$ cat src/rtl/if_fetch_unit_if.sv
// ---------------------------------------------------------------------------
// if_fetch_unit_if
//   Bundles the hazard/redirect inputs, the instruction-memory handshake and
//   the IF/ID-facing outputs of the instruction-fetch stage.
//
//   Signals:
//     stall_i          ID cannot accept this cycle
//     redirect_i       taken branch/jump this cycle
//     redirectAddr_i   redirect target (bits [1:0] ignored)
//     imem_req_o       fetch request to instruction memory
//     imem_addr_o      fetch address (the PC)
//     imem_ack_i       single-cycle data-return pulse from memory
//     imem_data_i      instruction word, valid with imem_ack_i
//     valid_o          output buffer holds an instruction for ID
//     nextInstrAddr_o  PC+4 of the buffered instruction (0 when empty)
//     instr_o          buffered instruction (0 when empty)
//
//   Modports:
//     master  the fetch unit itself
//     slave   the surrounding pipeline / memory model
// ---------------------------------------------------------------------------
interface if_fetch_unit_if;

    logic        stall_i;
    logic        redirect_i;
    logic [31:0] redirectAddr_i;
    logic        imem_req_o;
    logic [31:0] imem_addr_o;
    logic        imem_ack_i;
    logic [31:0] imem_data_i;
    logic        valid_o;
    logic [31:0] nextInstrAddr_o;
    logic [31:0] instr_o;

    modport master (
        input  stall_i,
        input  redirect_i,
        input  redirectAddr_i,
        input  imem_ack_i,
        input  imem_data_i,
        output imem_req_o,
        output imem_addr_o,
        output valid_o,
        output nextInstrAddr_o,
        output instr_o
    );

    modport slave (
        output stall_i,
        output redirect_i,
        output redirectAddr_i,
        output imem_ack_i,
        output imem_data_i,
        input  imem_req_o,
        input  imem_addr_o,
        input  valid_o,
        input  nextInstrAddr_o,
        input  instr_o
    );

endinterface

$ cat src/rtl/if_fetch_unit.sv
// ---------------------------------------------------------------------------
// if_fetch_unit
//   Instruction-fetch stage. Owns the PC, fetches from instruction memory over
//   a variable-latency req/ack handshake, holds the returned word in a
//   one-entry buffer for IF/ID, and follows stalls and branch/jump redirects
//   (including redirects that land while a fetch is outstanding).
//
//   Parameters:
//     RESET_PC   PC loaded at reset; address of the first fetch
//
//   Ports:
//     clk_i      clock, all state changes on the rising edge
//     rst_i      asynchronous, active-low reset
//     bus        if_fetch_unit_if.master (handshake, redirect and IF/ID side)
// ---------------------------------------------------------------------------
module if_fetch_unit #(
    parameter logic [31:0] RESET_PC = 32'h0000_0000
) (
    input  logic              clk_i,
    input  logic              rst_i,
    if_fetch_unit_if.master   bus
);

    typedef enum logic [1:0] {
        ST_START = 2'd0,
        ST_REQ   = 2'd1,
        ST_HOLD  = 2'd2
    } state_t;

    state_t      r_state;
    state_t      w_nextState;

    logic [31:0] r_pc;
    logic [31:0] w_nextPc;
    logic [31:0] r_bufInstr;
    logic [31:0] w_nextBufInstr;
    logic [31:0] r_bufPc4;
    logic [31:0] w_nextBufPc4;
    logic        r_bufValid;
    logic        w_nextBufValid;
    logic        r_kill;
    logic        w_nextKill;
    logic [31:0] r_tgt;
    logic [31:0] w_nextTgt;
    logic        r_req;

    logic [31:0] w_redirectTarget;
    logic [31:0] w_pcPlus4;
    logic        w_consume;

    // Redirect targets are always word aligned; the low two bits are dropped.
    assign w_redirectTarget = {bus.redirectAddr_i[31:2], 2'b00};

    // Wraps modulo 2^32 with no overflow indication.
    assign w_pcPlus4 = r_pc + 32'd4;

    // ID takes the buffered instruction this cycle. A redirect is not a
    // consume: it flushes the buffer instead.
    assign w_consume = r_bufValid & ~bus.stall_i & ~bus.redirect_i;

    // Next-state and datapath update. Everything holds by default.
    // In REQ the address must not move until the ack arrives, so a redirect
    // seen mid-fetch is parked in r_tgt with r_kill set; the ack that ends
    // that fetch is then thrown away and the PC jumps to the parked target.
    always_comb begin
        w_nextState    = r_state;
        w_nextPc       = r_pc;
        w_nextBufInstr = r_bufInstr;
        w_nextBufPc4   = r_bufPc4;
        w_nextBufValid = r_bufValid;
        w_nextKill     = r_kill;
        w_nextTgt      = r_tgt;

        unique case (r_state)
            ST_START: begin
                w_nextState = ST_REQ;
                if (bus.redirect_i) begin
                    w_nextPc = w_redirectTarget;
                end
            end

            ST_REQ: begin
                if (bus.imem_ack_i) begin
                    if (bus.redirect_i) begin
                        w_nextPc   = w_redirectTarget;
                        w_nextKill = 1'b0;
                    end else if (r_kill) begin
                        w_nextPc   = r_tgt;
                        w_nextKill = 1'b0;
                    end else begin
                        w_nextBufInstr = bus.imem_data_i;
                        w_nextBufPc4   = w_pcPlus4;
                        w_nextBufValid = 1'b1;
                        w_nextPc       = w_pcPlus4;
                        w_nextState    = ST_HOLD;
                    end
                end else if (bus.redirect_i) begin
                    w_nextKill = 1'b1;
                    w_nextTgt  = w_redirectTarget;
                end
            end

            ST_HOLD: begin
                if (bus.redirect_i) begin
                    w_nextBufValid = 1'b0;
                    w_nextPc       = w_redirectTarget;
                    w_nextState    = ST_REQ;
                end else if (w_consume) begin
                    w_nextBufValid = 1'b0;
                    w_nextState    = ST_REQ;
                end
            end

            default: begin
                w_nextState = ST_START;
            end
        endcase
    end

    // State register. The request line is registered off the next state so
    // memory sees a glitch-free request aligned with the PC update.
    always_ff @(posedge clk_i or negedge rst_i) begin
        if (!rst_i) begin
            r_state    <= ST_START;
            r_pc       <= RESET_PC;
            r_bufInstr <= 32'd0;
            r_bufPc4   <= 32'd0;
            r_bufValid <= 1'b0;
            r_kill     <= 1'b0;
            r_tgt      <= 32'd0;
            r_req      <= 1'b0;
        end else begin
            r_state    <= w_nextState;
            r_pc       <= w_nextPc;
            r_bufInstr <= w_nextBufInstr;
            r_bufPc4   <= w_nextBufPc4;
            r_bufValid <= w_nextBufValid;
            r_kill     <= w_nextKill;
            r_tgt      <= w_nextTgt;
            r_req      <= (w_nextState == ST_REQ);
        end
    end

    // An empty buffer presents a bubble: all-zero instruction and address.
    assign bus.imem_req_o      = r_req;
    assign bus.imem_addr_o     = r_pc;
    assign bus.valid_o         = r_bufValid;
    assign bus.instr_o         = r_bufValid ? r_bufInstr : 32'd0;
    assign bus.nextInstrAddr_o = r_bufValid ? r_bufPc4   : 32'd0;

endmodule
$ cat src/flat_wrapper.sv
// flat-port wrapper written by rule: the top's interface ports become plain ports
module if_fetch_unit_flat 
#(
    parameter logic [31:0] RESET_PC = 32'h0000_0000
)
  (clk_i, rst_i, bus_stall_i, bus_redirect_i, bus_redirectAddr_i, bus_imem_ack_i, bus_imem_data_i, bus_imem_req_o, bus_imem_addr_o, bus_valid_o, bus_nextInstrAddr_o, bus_instr_o);
  if_fetch_unit_if bus_i ();
  input  logic clk_i;
  input  logic rst_i;
  input wire logic [$bits(bus_i.stall_i)-1:0] bus_stall_i;
  input wire logic [$bits(bus_i.redirect_i)-1:0] bus_redirect_i;
  input wire logic [$bits(bus_i.redirectAddr_i)-1:0] bus_redirectAddr_i;
  input wire logic [$bits(bus_i.imem_ack_i)-1:0] bus_imem_ack_i;
  input wire logic [$bits(bus_i.imem_data_i)-1:0] bus_imem_data_i;
  output wire logic [$bits(bus_i.imem_req_o)-1:0] bus_imem_req_o;
  output wire logic [$bits(bus_i.imem_addr_o)-1:0] bus_imem_addr_o;
  output wire logic [$bits(bus_i.valid_o)-1:0] bus_valid_o;
  output wire logic [$bits(bus_i.nextInstrAddr_o)-1:0] bus_nextInstrAddr_o;
  output wire logic [$bits(bus_i.instr_o)-1:0] bus_instr_o;
  assign bus_i.stall_i = bus_stall_i;
  assign bus_i.redirect_i = bus_redirect_i;
  assign bus_i.redirectAddr_i = bus_redirectAddr_i;
  assign bus_i.imem_ack_i = bus_imem_ack_i;
  assign bus_i.imem_data_i = bus_imem_data_i;
  assign bus_imem_req_o = bus_i.imem_req_o;
  assign bus_imem_addr_o = bus_i.imem_addr_o;
  assign bus_valid_o = bus_i.valid_o;
  assign bus_nextInstrAddr_o = bus_i.nextInstrAddr_o;
  assign bus_instr_o = bus_i.instr_o;
  if_fetch_unit #(.RESET_PC(RESET_PC)) u_core (.clk_i(clk_i), .rst_i(rst_i), .bus(bus_i));
endmodule
$ cat config.mk
export PLATFORM = sky130hd
export DESIGN_NAME = if_fetch_unit_flat
export DESIGN_NICKNAME = d
export VERILOG_FILES = /design/src/rtl/if_fetch_unit_if.sv /design/src/rtl/if_fetch_unit.sv /design/src/flat_wrapper.sv
export SDC_FILE = /design/constraint.sdc
export NUM_CORES = 1
export LEC_CHECK = 0
export CAP_MARGIN = 20
export CORE_AREA = 2 2 123 125
export CTS_CLUSTER_SIZE = 24
export DETAILED_ROUTE_END_ITERATION = 10
export DIE_AREA = 0 0 125 127
export GPL_TIMING_DRIVEN = 0
export PLACE_DENSITY = 0.79
export SKIP_LAST_GASP = 1
export SLEW_MARGIN = 15
export SYNTH_ARGS = -nofsm -noshare
export SYNTH_HDL_FRONTEND = slang
export SYNTH_SLANG_ARGS = --single-unit
$ cat constraint.sdc
create_clock -name clk_i -period 1.74 [get_ports clk_i]
set_input_delay 0.435 -clock clk_i [delete_from_list [all_inputs] [get_ports clk_i]]
set_output_delay 0.435 -clock clk_i [all_outputs]
set_load 0.02 [all_outputs]
Yosys cells after proc, flatten, opt, wreduce, memory -nomap -nowiden
Cells that the tools add are included.
W data, S select, Z words.
Operators by class
  reduce and logical (&&, ||, !) cells: 10
  add/sub/neg operators: 1
  equality and inequality tests: 8
  bitwise logic cells: 6
  multiplexer cells: 21
Operator list (count)
  $mux W32: 6
  $pmux W32 S2: 1
  $add A32 B3 Y32 const B: 1
  $mux W2: 5
  $mux W1: 7
  $ne A2 B2 Y1 const B: 3
  $pmux W2 S3: 1
  $reduce_and A3 Y1: 2
  $reduce_bool A2 Y1: 3
  $reduce_and A5 Y1: 1
  $eq A2 B1 Y1 const B: 2
  $not A1 Y1: 4
  $reduce_and A4 Y1: 1
  $ne A3 B2 Y1 const B: 1
  $and A1 B1 Y1: 2
  $eq A2 B2 Y1 const B: 1
  $logic_not A2 Y1: 1
  $ne A2 B1 Y1 const B: 1
  $pmux W1 S2: 1
  $reduce_and A2 Y1: 1
  $reduce_or A2 Y1: 1
Word-level totals
  flip-flop bits (word level): 131
  input port bits: 69
  word-level logic and storage cells: 54

Logic depth before layout (Yosys ltp)
Gate-level depths: netlist of the first run.
  word-level depth: 7
  gate-level depth with buffers: 8

Worst setup path before layout of the first run
OpenSTA, ideal clock, no wires.
  path kind: register to register
  from: reg u_core.r_pc[2] (netlist: u_core.bus.imem_addr_o[2])
  to: reg u_core.r_pc[22] (netlist: u_core.bus.imem_addr_o[22])
  cell stages (with the launch flop): 7
  setup slack: -203 ps
  arrival: 1861 ps
  data required time: 1658 ps
  clock period less this slack: 1943 ps
  path buffers: 0
  cells stage by stage: dfrtp_1 ha_1 nand3_1 nor2_2 nand3_1 o311a_1 o22ai_1
Between the ends
  longest elaborated chain between the ends: 5
RTL lines
  from (decl): RTL line if_fetch_unit.sv:33  | logic [31:0] r_pc;
  from (signal assigned): RTL line if_fetch_unit.sv:134  | r_pc <= w_nextPc;
  $add A32 B3 Y32: RTL line if_fetch_unit.sv:55  | assign w_pcPlus4 = r_pc + 32'd4;
  $mux W32: RTL line if_fetch_unit.sv:87  | end else if (r_kill) begin
  $mux W32: RTL line if_fetch_unit.sv:84  | if (bus.redirect_i) begin
  $mux W32: RTL line if_fetch_unit.sv:83  | if (bus.imem_ack_i) begin
  $pmux W32 S2: RTL line if_fetch_unit.sv:74  | unique case (r_state)
No other way between the ends. The select of a mux whose other input is x is not followed.
A chain may end at the register's enable or synchronous reset.

Worst setup path after layout of the first run
  from: reg u_core.r_pc[13] (netlist: u_core.bus.imem_addr_o[13])
  to: reg u_core.r_pc[31] (netlist: u_core.bus.imem_addr_o[31])
The elaborated chain is that of the path after synthesis.

==> metrics.csv, run 1 <==
stage,metric,value,unit
timing,Worst Tran Pin Value,0.560,ns
grt,routing usage on met3,5.53,%
floorplan,starting density of the core,44.4,%
logic_synthesis,"Top FF cell, synth",dfrtp_1,
placed_design,DP Wirelength,13500,um
worst_setup_path,required time worst endpoint,2.05,ns
logic_synthesis,"top cells by count, synth","nand2_1, dfrtp_1, and2_1",
worst_setup_path,Crit. Startpoint,u_core.bus.imem_addr_o[13],
floorplan,core footprint,14400,sq um
grt,initial antenna violation count,0,
floorplan,Die Span Y,127,um
placed_design,pre-CTS WS,-1.22,ns
floorplan,Top-Level Pins,167,
grt,Overall Global Routing Usage,24.9,%
final_layout,layout cells sized above 1,34.8,%
final_layout,"Core Util, Final",69.4,%
placed_design,dpl cells,1040,
floorplan,row cnt,44,
floorplan,die area,15900,sq um
worst_hold_path,hold_sp,bus_redirect_i,
logic_synthesis,Mapped Area,6410,sq um
cts,"Reg clk slew, reported paths",0.06,ns
cts,Clk Tree Root Cell,clkbuf_16,
run,Max Cap Viol,0,
detailed_routing,initial DRC count,667,
timing,FMAX,525,MHz
worst_setup_path,reg2reg setup slack,-0.17,ns
timing,final-report hold violation count,0,
placed_design,Final GP Congestion,0.885,
logic_synthesis,cell with the most instances after synthesis,nand2_1,
power_and_ir_drop,largest vdd supply drop,1.07,mV
worst_setup_path,worst path buffer plus inverter count,2,
detailed_routing,Post-route DRC,0,
worst_setup_path,reg2reg start,u_core.bus.imem_addr_o[13],
power_and_ir_drop,Leak,4.66,nW
final_layout,register area,3200,sq um
timing,final setup vio count,92,
run_status,failing checks,setup timing,
worst_setup_path,Most common cell on crit path,buf_6,
grt,Congestion Overflow GR,0,
worst_setup_path,arrival time of the worst setup path,2.21,ns
detailed_routing,Detailed Route WL,22000,um
timing,RSZ-0062 raised after global routing,yes,
final_layout,Area Overhead vs Synth,56.2,%
logic_synthesis,yosys warns,0,
timing,max-slew violation count,0,
worst_setup_path,crit start category,flip-flop,
power_and_ir_drop,PnR Total Power,0.0200,W
cts,clock sink total,127,
cts,Num CTS Buffers,17,
final_layout,footprint of the multi-input gates,3370,sq um
detailed_routing,total number of vias,6396,
worst_setup_path,worst setup path endpoint,u_core.bus.imem_addr_o[31],
final_layout,Final Non-Filler Cells,1123,
detailed_routing,DRT antenna net count,0,
logic_synthesis,number of synthesized flops with an enable pin,0,
power_and_ir_drop,Pwr Density,2000,nW/um^2
grt,GR peak layer,met2,
worst_setup_path,"Max stage delay cell, worst path",dfrtp_2,
detailed_routing,drt first pass iters,8,
detailed_routing,WL/cell,19.6,um
worst_setup_path,Critical Path Max Stage Delay,0.36,ns
logic_synthesis,Mean Syn Cell Area,9.26,sq um
floorplan,Die X,125,um
worst_setup_path,r2r endpoint,u_core.bus.imem_addr_o[31],
final_layout,ANT cells,0,
logic_synthesis,library cells used by synthesis,55,
timing,fin crit period,1.91,ns
worst_setup_path,capturing element type of the critical path,flip-flop,
final_layout,Layout fillers,1028,
logic_synthesis,top-area cell type share of the netlist area,49.6,%
run_status,status,"finished, violations left",
timing,setup_tns,-8.39,ns
grt,GR Layer Usage met1,33.0,%
worst_setup_path,Crit path max-delay family,simple AND/OR/NAND/NOR gates,
timing,ratio of final minimum period to clock period,110,%
cts,H-tree Lvls,4,
grt,largest net degree at the start of global routing,81,
logic_synthesis,sequential-to-total area share from yosys stat,49.6,%
cts,Max clock buf depth,2,
worst_setup_path,R2R depth,7,
worst_setup_path,WS Path Type,reg2reg,
logic_synthesis,"FF+latch count, synth",127,
timing,Clock Skew,0.00604,ns
timing,Worst slew margin,62.7,%
worst_setup_path,critical path depth,7,
placed_design,IO Port Bufs,160,
logic_synthesis,Mapped Cells,692,
final_layout,# nets final,996,
worst_setup_path,CP Cell Sequence,buf_6 > nand3_4 > nor4_4 > buf_6 > nand4_1 > o21ai_1 > o2bb2a_2,
grt,GR Layer Usage met2,40.4,%
worst_setup_path,crit-path max FO,5,
timing,Final WS setup,-0.166,ns
cts,CTS tree,done,
logic_synthesis,Synth area leaders,"dfrtp_1, nand2_1, and2_1",
grt,first-pass GRT wire length,31000,um
worst_hold_path,Worst Hold Class,in2reg,
grt,vias in the first global route,5928,
logic_synthesis,Synth area leader,dfrtp_1,
cts,Worst-Skew Late Latency,0.42,ns
logic_synthesis,"Async S/R FF share, synth",100,%
detailed_routing,detail-routed via count per cell,5.70,
==> worst reg2reg max path: stages, from the launching register on <==
cell and delay (ns):
dfrtp_2 0.36, buf_6 0.13, nand3_4 0.11, nor4_4 0.35
buf_6 0.18, nand4_1 0.24, o21ai_1 0.20, o2bb2a_2 0.23
==> worst min path at each step <==
stage	endpoint	slack [ns]	depth (start not counted)
2_1_floorplan	u_core.bus.imem_addr_o[10]	0.14	0
3_5_place_dp	u_core.r_tgt[7]	0.41	1
3_3_place_gp	u_core.r_bufInstr[17]	0.45	2
6_report	u_core.r_state[1]	0.37	2
4_1_cts	u_core.r_bufInstr[18]	0.47	2
5_1_grt	u_core.r_state[1]	0.39	2
==> flip-flops by register name, indices dropped and copies added (netlist names) <==
name / cells
u_core.r_bufInstr: 32
u_core.bus.imem_addr_o: 30
u_core.r_bufPc4: 30
u_core.r_tgt: 30
u_core.r_state: 2
u_core.bus.imem_req_o: 1
u_core.bus.valid_o: 1
u_core.r_kill: 1
==> routing by layer <==
| layer | vias up | routed length, um | part of all wire, % |
|---|---|---|---|
| li1 | 2821 | - | - |
| met1 | 3032 | 8730 | 40 |
| met2 | 438 | 10300 | 47 |
| met3 | 105 | 2040 | 9.3 |
| met4 | 0 | 952 | 4.3 |
| met5 | - | 0 | 0 |
==> stage by stage <==
step           hold WS [ns]  instance area [sq um]
2_1_floorplan         0.139                   6460
3_3_place_gp          0.450                   8290
3_5_place_dp          0.407                   8320
4_1_cts               0.469                   9280
5_1_grt               0.390                  10000
6_report              0.374                  10000
==> timing repair <==
action,in CTS,in global routing
hold buffers,1,0
setup endpoints to repair,217,181
buffers inserted,26,22
endpoints found under the hold margin,47,0
gates cloned,2,2
resized for setup,418,174
pin swaps,11,17
==> power by group <==
group          total (W)  leakage (nW)  switching (W)  internal [W]
sequential       0.00565          1.53        0.00125       0.00440
clock            0.00386         0.315        0.00133       0.00253
combinational     0.0105          2.82        0.00548       0.00498
==> placed cells by master, fill, tap and decap left out, types with 5 or more instances in the layout <==
master and n:
clkbuf_16 19, mux2_2 29, clkbuf_4 7, o21ai_1 11, buf_4 45, dfrtp_2 21, and3_1 19, and2_1 26
nand4_1 9, o22ai_1 7, clkbuf_8 5, nand3_4 6, xor2_1 8, o31a_1 6, buf_8 8, buf_6 71
clkdlybuf4s50_1 63, dfrtp_1 106, nand2_1 157, and2_4 37, clkinv_2 6, xnor2_1 12, a21oi_1 31, nor2_4 5
nor2_1 16, dlygate4sd2_1 33, o21ai_0 26, clkbuf_2 10, nand3_1 22, inv_1 15, buf_2 9
==> kinds of logic after synthesis <==
family | count (synthesis) | share of synthesized area (%)
compound gates | 121 | 11.8
xor+xnor | 27 | 3.69
other cells | 1 | 0.0585
flops | 127 | 49.6
simple gates | 323 | 25.3
mux | 30 | 5.25
fa+ha+maj | 1 | 0.195
buf+inv | 62 | 4.14
==> area by class of cell <==
| type | instances | share of cell area [%] |
|---|---|---|
| Buffer | 45 | 3.69 |
| Clock inverter | 11 | 1.60 |
| Multi-Input combinational cell | 506 | 33.7 |
| Clock buffer | 21 | 4.80 |
| Sequential cell | 127 | 32.0 |
| Timing Repair Buffer | 213 | 21.3 |
| Inverter | 16 | 0.612 |
| Tap cell | 184 | 2.30 |
Power figures use the tool's default switching activity.
==> run 2, diff against run 1 <==
--- a/config.mk
+++ b/config.mk
@@ -6,12 +6,12 @@
 export NUM_CORES = 1
 export LEC_CHECK = 0
 export CAP_MARGIN = 20
-export CORE_AREA = 2 2 123 125
+export CORE_AREA = 2 2 118 120
 export CTS_CLUSTER_SIZE = 24
 export DETAILED_ROUTE_END_ITERATION = 10
-export DIE_AREA = 0 0 125 127
+export DIE_AREA = 0 0 120 122
 export GPL_TIMING_DRIVEN = 0
-export PLACE_DENSITY = 0.79
+export PLACE_DENSITY = 0.82
 export SKIP_LAST_GASP = 1
 export SLEW_MARGIN = 15
 export SYNTH_ARGS = -nofsm -noshare
==> constraint.sdc (replaced) <==
create_clock -name clk_i -period 1.9 [get_ports clk_i]
set_input_delay 0.475 -clock clk_i [delete_from_list [all_inputs] [get_ports clk_i]]
set_output_delay 0.475 -clock clk_i [all_outputs]
set_load 0.05 [all_outputs]
==> metrics.csv, run 2 (synthesis results as in run 1) <==
stage,metric,value,unit
run_status,status,"finished, violations left",
run_status,failing checks,"hold timing, setup timing",
detailed_routing,DRT antenna net count,0,
cts,Clk Tree Root Cell,clkbuf_16,
worst_setup_path,worst setup path endpoint,bus_instr_o[30],
cts,hold buffers post-CTS,0,
timing,final-report hold violation count,5,
cts,CTS tree,done,
cts,Worst-Skew Late Latency,0.42,ns
timing,ratio of final minimum period to clock period,106,%
cts,clock sink total,127,
floorplan,starting density of the core,47.5,%
worst_hold_path,Worst Hold Class,in2async,
floorplan,Top-Level Pins,167,
cts,H-tree Lvls,4,
final_layout,Final Cell Area,9780,sq um
detailed_routing,WL/cell,18.3,um
power_and_ir_drop,Pwr Density,2070,nW/um^2
floorplan,row cnt,43,
placed_design,Final GP Congestion,0.947,
worst_setup_path,capturing element type of the critical path,output pin,
timing,FMAX,497,MHz
worst_setup_path,R2R depth,6,
power_and_ir_drop,Leak,4.50,nW
run,Max Cap Viol,0,
placed_design,pre-CTS WS,-1.04,ns
timing,RSZ-0062 raised after global routing,yes,
cts,"Reg clk slew, reported paths",0.06,ns
timing,hold_ws,-0.00863,ns
detailed_routing,drt first pass iters,6,
final_layout,layout cells sized above 1,33.2,%
timing,Worst Tran Pin Value,0.545,ns
worst_setup_path,reg2reg setup slack,0.02,ns
timing,max-slew violation count,0,
grt,Congestion Overflow GR,0,
worst_setup_path,crit-path max FO,6,
worst_setup_path,WS Path Type,reg2out,
placed_design,IO Port Bufs,160,
final_layout,ANT cells,0,
worst_setup_path,crit start category,flip-flop,
timing,final setup vio count,40,
detailed_routing,Detailed Route WL,20000,um
detailed_routing,detail-routed via count per cell,5.59,
power_and_ir_drop,largest vdd supply drop,0.988,mV
worst_setup_path,arrival time of the worst setup path,1.54,ns
final_layout,"commonest cells after routing, fill and taps aside","nand2_1, dfrtp_1, buf_8",
floorplan,Die X,120,um
final_layout,Layout fillers,928,
timing,Final WS setup,-0.113,ns
detailed_routing,initial DRC count,685,
cts,Num CTS Buffers,17,
placed_design,DP Wirelength,13200,um
grt,first-pass GRT wire length,30900,um
worst_setup_path,required time worst endpoint,1.42,ns
grt,Overall Global Routing Usage,27.4,%
grt,initial antenna violation count,0,
worst_setup_path,Crit. Startpoint,u_core.bus.valid_o,
detailed_routing,Post-route DRC,0,
timing,Worst slew margin,63.7,%
floorplan,die area,14600,sq um
final_layout,# nets final,970,
final_layout,Top reg by flops,u_core.r_bufInstr,
cts,Max clock buf depth,2,
placed_design,Placed Instance Area,8390,sq um
final_layout,Largest register FFs,32,
final_layout,"commonest non-fill, non-tap cell in the layout",nand2_1,
power_and_ir_drop,PnR Total Power,0.0202,W
grt,largest net degree at the start of global routing,78,
detailed_routing,total number of vias,6113,
grt,vias in the first global route,5766,
timing,Clock Skew,0.00639,ns
floorplan,Die Span Y,122,um
timing,fin crit period,2.01,ns
final_layout,"Core Util, Final",72.4,%
floorplan,core footprint,13500,sq um
worst_setup_path,r2r endpoint,u_core.bus.imem_addr_o[22],
final_layout,Area Overhead vs Synth,52.7,%
worst_setup_path,reg2reg start,u_core.bus.imem_addr_o[10],
## run 2: cell count changes in the layout (fill, tap and decap cells not counted), moves of 5 or more
| cell | change |
|---|---|
| clkbuf_2 | +6 |
| dlygate4sd2_1 | -19 |
| clkdlybuf4s15_2 | +6 |
| buf_6 | -62 |
| and2_1 | -24 |
| buf_8 | +61 |
| and2_4 | +24 |
| buf_4 | -23 |
| clkdlybuf4s15_1 | +9 |
| clkbuf_1 | +5 |
## run 2: final cells by class
cell class,instances,area [sq um],share of cell area (%)
multi-input combinational,506,3220,32.9
buffer,43,314,3.21
clock buffer,23,488,4.99
sequential,127,3200,32.7
tap,180,225,2.30
clock inverter,9,83.8,0.857
timing repair buffer,189,2190,22.4
inverter,16,61.3,0.627
## run 2: worst max-delay path, stage by stage (launching register included)
cell,delay [ns]
dfrtp_2,0.44
buf_8,0.15
buf_12,0.13
buf_8,0.12
and2_4,0.14
buf_8,0.14
## run 2: worst min-delay path by stage
stage                     startpoint                          to  slack, ns  cells past startpoint
5_1_grt                        rst_i       u_core.r_bufInstr[23]       0.03                      1
3_5_place_dp   u_core.r_bufInstr[23]       u_core.r_bufInstr[23]       0.45                      2
6_report                       rst_i       u_core.r_bufInstr[22]     -0.009                      1
4_1_cts                        rst_i       u_core.r_bufInstr[22]       0.01                      1
2_1_floorplan                  rst_i  u_core.bus.imem_addr_o[10]       0.18                      0
3_3_place_gp   u_core.r_bufInstr[22]       u_core.r_bufInstr[22]       0.45                      2
## run 2: power breakdown
group,internal [W],switching [W]
combinational,0.00491,0.00699
sequential,0.00403,0.00116
clock,0.00193,0.00119
total,0.0109,0.00934
## run 2: per-stage QoR
step | std cells | setup TNS [ns]
finish | 1093 | -2.76
global route | 1093 | -4.47
CTS | 1091 | -6.23
detailed placement | 1036 | -128.44
global placement | 1035 | -729.71
floorplan | 695 | 0
## run 2: repair_timing
action,4_1_cts,5_1_grt
setup endpoints to repair,216,153
pin swaps,6,3
buffers inserted,16,7
endpoints found under the hold margin,0,0
resized for setup,637,80
gates cloned,7,1
## run 2: metal layers
layer  vias to the layer above  track usage, %  part of all wire [%]
met4                         0            9.49                   2.2
met2                       352            46.1                    49
met1                      2940            35.2                    40
met5                         -               0                     0
li1                       2779               -                     -
met3                        42            5.66                   7.9
